--- src/rtl/adder_pkg.sv ---
// Shared definitions for the chunked pipelined adder: op encodings and pipeline sizing.
package adder_pkg;

  localparam logic ADD_OP = 1'b0;
  localparam logic SUB_OP = 1'b1;

  // Returns 1 for a zero chunk so array sizes stay legal long enough for split_ok to report.
  function automatic int unsigned stages_of(input int unsigned width, input int unsigned chunk);
    return (chunk == 0) ? 1 : width / chunk;
  endfunction

  function automatic bit split_ok(input int unsigned width, input int unsigned chunk);
    return (chunk >= 1) && (width >= chunk) && ((width % chunk) == 0);
  endfunction

endpackage

--- src/rtl/chunk_adder.sv ---
// Combinational CHUNK-bit ripple adder built from full-adder cells; also exposes the
// carry into its MSB so the final stage can derive signed overflow.
module chunk_adder #(
  parameter int unsigned CHUNK = 4
) (
  input  logic [CHUNK-1:0] a,
  input  logic [CHUNK-1:0] b,
  input  logic             cin,
  output logic [CHUNK-1:0] sum,
  output logic             cout,
  output logic             c_msb
);

  logic [CHUNK:0] c;

  assign c[0] = cin;

  for (genvar i = 0; i < CHUNK; i++) begin : g_fa
    assign sum[i]  = a[i] ^ b[i] ^ c[i];
    assign c[i+1]  = (a[i] & b[i]) | (c[i] & (a[i] ^ b[i]));
  end

  assign cout  = c[CHUNK];
  assign c_msb = c[CHUNK-1];

endmodule

--- src/rtl/pipelined_chunk_adder.sv ---
// Pipelined WIDTH-bit add/subtract: one CHUNK-bit ripple segment per register stage,
// with the carry and the not-yet-added operand bits travelling alongside each operation.
module pipelined_chunk_adder
  import adder_pkg::*;
#(
  parameter int unsigned WIDTH = 16,
  parameter int unsigned CHUNK = 4
) (
  input  logic             clk,
  input  logic             rst_n,
  input  logic             in_valid,
  output logic             in_ready,
  input  logic [WIDTH-1:0] in_a,
  input  logic [WIDTH-1:0] in_b,
  input  logic             in_cin,
  input  logic             in_sub,
  output logic             out_valid,
  input  logic             out_ready,
  output logic [WIDTH-1:0] out_sum,
  output logic             out_cout,
  output logic             out_ovf
);

  localparam int unsigned STAGES = stages_of(WIDTH, CHUNK);

  if (!split_ok(WIDTH, CHUNK)) begin : g_split_check
    $error("pipelined_chunk_adder: WIDTH must be a non-zero multiple of CHUNK");
  end

  logic [STAGES-1:0] valid_q;
  logic [STAGES-1:0] carry_q;
  logic [WIDTH-1:0]  acc_q [STAGES];
  logic [WIDTH-1:0]  opb_q [STAGES];
  logic              ovf_q;

  logic [STAGES-1:0] ld;
  logic [STAGES-1:0] src_v;
  logic [STAGES-1:0] src_c;
  logic [WIDTH-1:0]  src_a [STAGES];
  logic [WIDTH-1:0]  src_b [STAGES];
  logic [CHUNK-1:0]  sum_c [STAGES];
  logic [STAGES-1:0] cout_c;
  logic              cmsb_c [STAGES];
  logic [WIDTH-1:0]  acc_d [STAGES];
  logic [WIDTH-1:0]  opb_d [STAGES];

  // A stage loads when its occupant moves on or it holds a bubble, so bubbles collapse.
  always_comb begin
    logic go;
    ld = '0;
    go = out_ready;
    for (int unsigned k = STAGES; k > 0; k--) begin
      go        = go | ~valid_q[k-1];
      ld[k-1]   = go;
    end
  end

  assign in_ready = ld[0];

  assign src_v[0] = in_valid;
  assign src_a[0] = in_a;
  assign src_b[0] = (in_sub == ADD_OP) ? in_b : ~in_b;
  assign src_c[0] = (in_sub == SUB_OP) ? 1'b1 : in_cin;

  for (genvar k = 1; k < STAGES; k++) begin : g_link
    assign src_v[k] = valid_q[k-1];
    assign src_a[k] = acc_q[k-1];
    assign src_b[k] = opb_q[k-1];
    assign src_c[k] = carry_q[k-1];
  end

  // acc shifts right by one chunk per stage; resolved chunks enter at the top, so after
  // the last stage the word holds the sum in natural order with no reassembly.
  for (genvar k = 0; k < STAGES; k++) begin : g_stage
    chunk_adder #(.CHUNK(CHUNK)) u_chunk (
      .a     (src_a[k][CHUNK-1:0]),
      .b     (src_b[k][CHUNK-1:0]),
      .cin   (src_c[k]),
      .sum   (sum_c[k]),
      .cout  (cout_c[k]),
      .c_msb (cmsb_c[k])
    );
    assign acc_d[k] = (src_a[k] >> CHUNK) | (WIDTH'(sum_c[k]) << (WIDTH - CHUNK));
    assign opb_d[k] = src_b[k] >> CHUNK;
  end

  always_ff @(posedge clk) begin
    if (!rst_n) begin
      valid_q <= '0;
      carry_q <= '0;
      ovf_q   <= 1'b0;
      for (int unsigned k = 0; k < STAGES; k++) begin
        acc_q[k] <= '0;
        opb_q[k] <= '0;
      end
    end else begin
      for (int unsigned k = 0; k < STAGES; k++) begin
        if (ld[k]) begin
          valid_q[k] <= src_v[k];
          if (src_v[k]) begin
            acc_q[k]   <= acc_d[k];
            opb_q[k]   <= opb_d[k];
            carry_q[k] <= cout_c[k];
          end
        end
      end
      if (ld[STAGES-1] && src_v[STAGES-1]) begin
        ovf_q <= cmsb_c[STAGES-1] ^ cout_c[STAGES-1];
      end
    end
  end

  assign out_valid = valid_q[STAGES-1];
  assign out_sum   = acc_q[STAGES-1];
  assign out_cout  = carry_q[STAGES-1];
  assign out_ovf   = ovf_q;

endmodule

--- config.mk ---
export PLATFORM = sky130hd
export DESIGN_NAME = pipelined_chunk_adder
export DESIGN_NICKNAME = d
export VERILOG_FILES = /design/src/rtl/adder_pkg.sv /design/src/rtl/chunk_adder.sv /design/src/rtl/pipelined_chunk_adder.sv
export SDC_FILE = /design/constraint.sdc
export NUM_CORES = 1
export LEC_CHECK = 0
export ABC_AREA = 0
export CORE_AREA = 3 3 97 99
export DETAILED_ROUTE_END_ITERATION = 6
export DIE_AREA = 0 0 100 102
export GPL_TIMING_DRIVEN = 0
export PLACE_DENSITY = 0.72
export SLEW_MARGIN = 20
export SYNTH_ARGS = -nofsm -noshare
export SYNTH_HDL_FRONTEND = slang
export SYNTH_SLANG_ARGS = --single-unit
export TNS_END_PERCENT = 5
--- constraint.sdc ---
create_clock -name clk -period 3.9 [get_ports clk]
set_input_delay 0.78 -clock clk [delete_from_list [all_inputs] [get_ports clk]]
set_output_delay 0.78 -clock clk [all_outputs]
set_load 0.01 [all_outputs]
; ---- Word-level counts from Yosys, hierarchy flattened
; Memory sizes are Yosys's and may differ from the RTL's.
; Cells that the tools add are included.
[classes]
n_mux = 27
n_bitwise = 102
reduce_logical = 5
[op_table]
columns = op, n
row1 = $mux W16, 5
row2 = $or A12 B16 Y16, 4
row3 = $mux W12, 4
row4 = $xor A1 B1 Y1, 33
row5 = $and A1 B1 Y1, 32
row6 = $or A1 B1 Y1, 28
row7 = $mux W1, 18
row8 = $not A16 Y16, 1
row9 = $reduce_and A2 Y1, 4
row10 = $not A1 Y1, 4
row11 = $logic_and A1 B1 Y1, 1
[word_totals]
regBits = 9
ramBits = 112
in_bits = 38
out_inout_bits = 20
wordCells = 145
n_memories = 2
[mem_list]
columns = memory, words, width, read_ports, rd_ports_with_merged_regs, write_ports, line
row1 = acc_q, 4, 16, 4, 0, 4, pipelined_chunk_adder.sv:32  ; logic [WIDTH-1:0] acc_q [STAGES];
row2 = opb_q, 4, 12, 3, 0, 4, pipelined_chunk_adder.sv:33  ; logic [WIDTH-1:0] opb_q [STAGES];

; ---- Longest topological paths before layout
[logic_depth]
depth_word = 12
mapped_depth = 12
mapped_depth_nobuf = 10

; ---- Modules after synthesis
; From an unflattened synthesis, not the netlist that was laid out.
[hier_totals]
hier_cells = 320
hier_area_um2 = 4485.6
[modules_own_cells]
columns = module, n_inst, cells_each, area_each_um2, seq_area_each_um2
row1 = pipelined_chunk_adder, 1, 272, 4045.1, 2822.7
row2 = chunk_adder, 4, 12, 110.1, 0.0

; ---- Worst setup path before layout
; No wires, ideal clock.
[synth_timing]
kind = input-to-reg
from = in in_sub
to = reg carry_q[0]
setup_ps = 122
arrival_time_ps = 3218
required_time_ps = 3778
setup_slack_ps = 560
cell_stages = 12
n_path_buf = 2
path_cell_list = buf_2 buf_2 or2_2 fa_1 fa_1 inv_1 fa_1 inv_1 fa_1 and4b_1 a31oi_1 nand3_1
[synth_via]
elab_chain_cells = 10
word_cells_on_any_way = 18
cone_classes = mux: 2 / bitwise: 16
[synth_rtl]
columns = element, line
row1 = start: declaration, pipelined_chunk_adder.sv:16  ; input logic in_sub,
row2 = $mux W16, pipelined_chunk_adder.sv:62  ; assign src_b[0] = (in_sub == ADD_OP) ? in_b : ~in_b;
row3 = $xor A1 B1 Y1, chunk_adder.sv:20  ; assign c[i+1] = (a[i] & b[i]) | (c[i] & (a[i] ^ b[i]));
row4 = $and A1 B1 Y1, chunk_adder.sv:20
row5 = $or A1 B1 Y1, chunk_adder.sv:20
row6 = $and A1 B1 Y1, chunk_adder.sv:20
row7 = $or A1 B1 Y1, chunk_adder.sv:20
row8 = $and A1 B1 Y1, chunk_adder.sv:20
row9 = $or A1 B1 Y1, chunk_adder.sv:20
row10 = $and A1 B1 Y1, chunk_adder.sv:20
row11 = $or A1 B1 Y1 *, chunk_adder.sv:20
row12 = named net g_stage[0].u_chunk.cout, chunk_adder.sv:10  ; output logic cout,
row13 = end signal: indexed assignment, pipelined_chunk_adder.sv:103  ; carry_q[k] <= cout_c[k];
row14 = end: declaration, pipelined_chunk_adder.sv:31  ; logic [STAGES-1:0] carry_q;
; The timed path passes the listed nets; every way through them passes the cells marked *.
; A chain may end at the register's enable or synchronous reset.

; ---- Worst setup path in the final report
; Ends and elaborated chain as after synthesis.

==> results by group <==
Logic synthesis
  – Count leader, synth: edfxtp_1
  – Yosys warnings: 0
  – Top cell type by total area after synthesis: edfxtp_1
  – Mapped Cells: ~300
  – Netlist cell types: 34
  – Synth top area share: about 62%
  – #FFs+latches synth: 97
  – Register area share after synthesis: around two thirds
  – Mux cell area share after synthesis: 0%
  – Number of synthesized flops with an enable pin: 88
  – Largest family of logic cells by synthesized area: simple AND/OR/NAND/NOR gates
  – Mapped cell area: around 4300 sq um
  – Top_reg_cell synth: edfxtp_1
  – Synth Area in XOR/XNOR: roughly 3.5%
  – Synth area leaders: edfxtp_1 62%, and2_1 7.9%, fa_1 7.5%
  – Mean Syn Cell Area: 14.4 sq um
  – Post-synthesis adder-cell area fraction: 7.50%
  – Synth Area in Simple Gates: between 10% and 20%
  – Net Count, Synth: about 350
  – Synth Area in Compound Gates: approximately 3.0%
  – Fraction of registers with async set/reset: 0%
  – Post-synth top cells: 88 x edfxtp_1, 54 x and2_1, 29 x inv_1, 17 x nor2_1, 16 x fa_1

Floorplanning
  – Die Y: ~100 um
  – I/O pin total: between 50 and 60
  – Chip Width: about 100 um
  – Die Area: ~10000 sq um
  – Core footprint: ~8600 sq um
  – Starting Density: roughly 50%
  – Cell Rows: 34

STA
  – Setup violators final: 0
  – Fin. max-slew vios: 0
  – Clock Skew: 0.00881 ns
  – Tmin final: 3.19 ns
  – Final worst path period share: between 80% and 90%
  – Slew HR: 30.5%
  – Final hold violations: 0
  – Worst-margin pin slew: between 1 and 1.5 ns
  – Max Clock Freq: 313 MHz
  – Setup TNS: 0 ns
  – RSZ-0062 raised after global routing: no

Worst setup path
  – CP peak stage delay: ~0.44 ns
  – Critical path buffer and inverter count: 4
  – WP data arrival: approximately 3.4 ns
  – Startpoint Class: input pin
  – Critical Path, Cell by Cell: buf_2 > buf_2 > or2_2 > fa_1 > fa_1 > inv_1 > fa_1 > inv_1 > fa_1 > and4b_1 > a31oi_1 > nand3_1
  – Critical Path End Type: register
  – Setup Crit Path Kind: input pin to register
  – CP required: slightly above 4 ns
  – CP Max Fanout: 10
  – CP delay by family, top: adder cells
  – Critical-path top delay cell: fa_1
  – Most common cell on crit path: fa_1

Placed design
  – GPL Wtd Cong: 0.817
  – IO buf count: 56
  – Post-DP HPWL: around 4600 um
  – Placed cell area: 4980 sq um

Min path
  – Hold Path Class: register to register

Routing
  – First drt pass iteration count: 4
  – Drt total wl: 5900 um
  – Vias: approximately 2200
  – DRT iter0 DRCs: 58
  – WL/cell: around 12 um
  – Via density: approximately 4.7
  – # DRC: 0
  – Number of routed nets with antenna violations: 0

Final layout
  – Share of cells above drive strength 1: 13.8%
  – Fin nets: about 420
  – Final instance area: ~5200 sq um
  – Ant diodes: 0
  – Area Overhead vs Synth: 21.8%
  – Fillcell total: between 600 and 700
  – Final core occ: 60.2%

Global routing
  – Initial antenna violation count: 0
  – Grt ovf: 0
  – First-pass GRT wire length: 10000 um
  – Largest net degree at the start of global routing: 29
  – Vias in the first global route: roughly 2200
  – Gr usage total: about 13%

Pwr
  – Cell Pwr Density: between 400 and 500 nW/um^2
  – Leakage: ~2.0 nW
  – Power, Total: 2.11 mW
  – Worst vdd ir: roughly 0.00019 V

Clocking
  – Hold buffer count at CTS: 0
  – Clk Latency, worst-skew pair: 0.36 ns
  – Root buffer cell: clkbuf_8
  – Post_cts resized: 0
  – Clock sinks: 97
  – Postcts setup bufs: 0
  – Worst-case clock buffer depth: 2
  – Clock-pin slew on the worst setup and hold paths: 0.09 ns
  – H-tree depth: 3
  – Cts bufs inserted: 9
  – CTS tree: done

Flow run
  – Max Cap Viol: 0

Status
  – Status: finished clean
## worst min-delay path: cells and delay by family, from the launching register on
kind           cells  cell delay (ns)
AO/OA/AOI/OAI      2             0.14
flip-flops         1             0.32
## state kept, by name (all words and copies together), names as in the netlist
| name | count |
|---|---|
| carry_q | 4 |
| acc_q | 64 |
| valid_q | 4 |
| opb_q | 24 |
| out_ovf | 1 |
## layer usage
metal  GRT usage, %  vias to the layer above  share of wire (%)
met5              0                        -                  0
met4           5.91                        0                2.1
met3           3.69                        9                6.2
met2           22.0                       64                 51
met1           14.8                     1026                 40
li1               -                     1124                  -
## where the power goes
part / internal, mW / total [mW] / leakage [nW] / switching [mW]
combinational: 0.102 / 0.197 / 0.883 / 0.0948
sequential: 1.20 / 1.22 / 1.01 / 0.0192
clock: 0.361 / 0.695 / 0.113 / 0.334
total: 1.66 / 2.11 / 2.01 / 0.448
## layout by cell type, fill, tap and decap left out, types with 2 or more instances in the layout
cell type and count:
nor2_1 17, nand2_1 3, buf_6 3, fa_1 16
and2_2 15, clkbuf_2 3, clkbuf_8 9, buf_2 4
nor3_1 2, clkinv_2 3, a311oi_1 3, xor2_1 3
bufinv_16 2, nand3_1 4, nor3_2 2, and2_1 54
clkdlybuf4s50_1 56, dfxtp_1 9, edfxtp_1 88, xnor2_1 14
nand4_1 2, a21oi_1 8, o21ai_2 2, inv_1 29
clkbuf_1 3
## final timing paths
check | startpoint | to | slack (ns) | cells past startpoint
worst max-delay path | in_sub | carry_q[0] | 0.71 | 12
worst max register to register | acc_q[1][0] | acc_q[2][15] | 1.49 | 8
worst min-delay path | out_ovf | out_ovf | 0.51 | 2
worst min register to register | out_ovf | out_ovf | 0.51 | 2
## kinds of logic (layout without fill, tap and decap cells)
logic type,count (synthesis),in the layout
xor gates and xnor gates,17,17
buffers and inverters,42,115
adders and majority gates,16,16
DFF,97,97
and+or+nand+nor,107,107
AOI/OAI and AO/OA,18,18
## through the flow
step | cells | hold WS [ns] | setup WS (ns)
global placement | 461 | 0.470 | -0.349
finish | 478 | 0.506 | 0.709
floorplan | 297 | 0.484 | 0.560
CTS | 478 | 0.505 | 0.683
detailed placement | 462 | 0.493 | 0.309
global route | 478 | 0.536 | 0.549
## cell type report
class,count,area (sq um),area share [%]
clock inverter,7,92.6,1.78
sequential,97,2820,54.3
multi-input combinational,158,1270,24.4
timing repair buffer,57,572,11.0
tap,108,135,2.60
clock buffer,9,124,2.38
inverter,29,109,2.09
buffer,13,76.3,1.47
No activity file was read; power rests on OpenSTA's default activity.
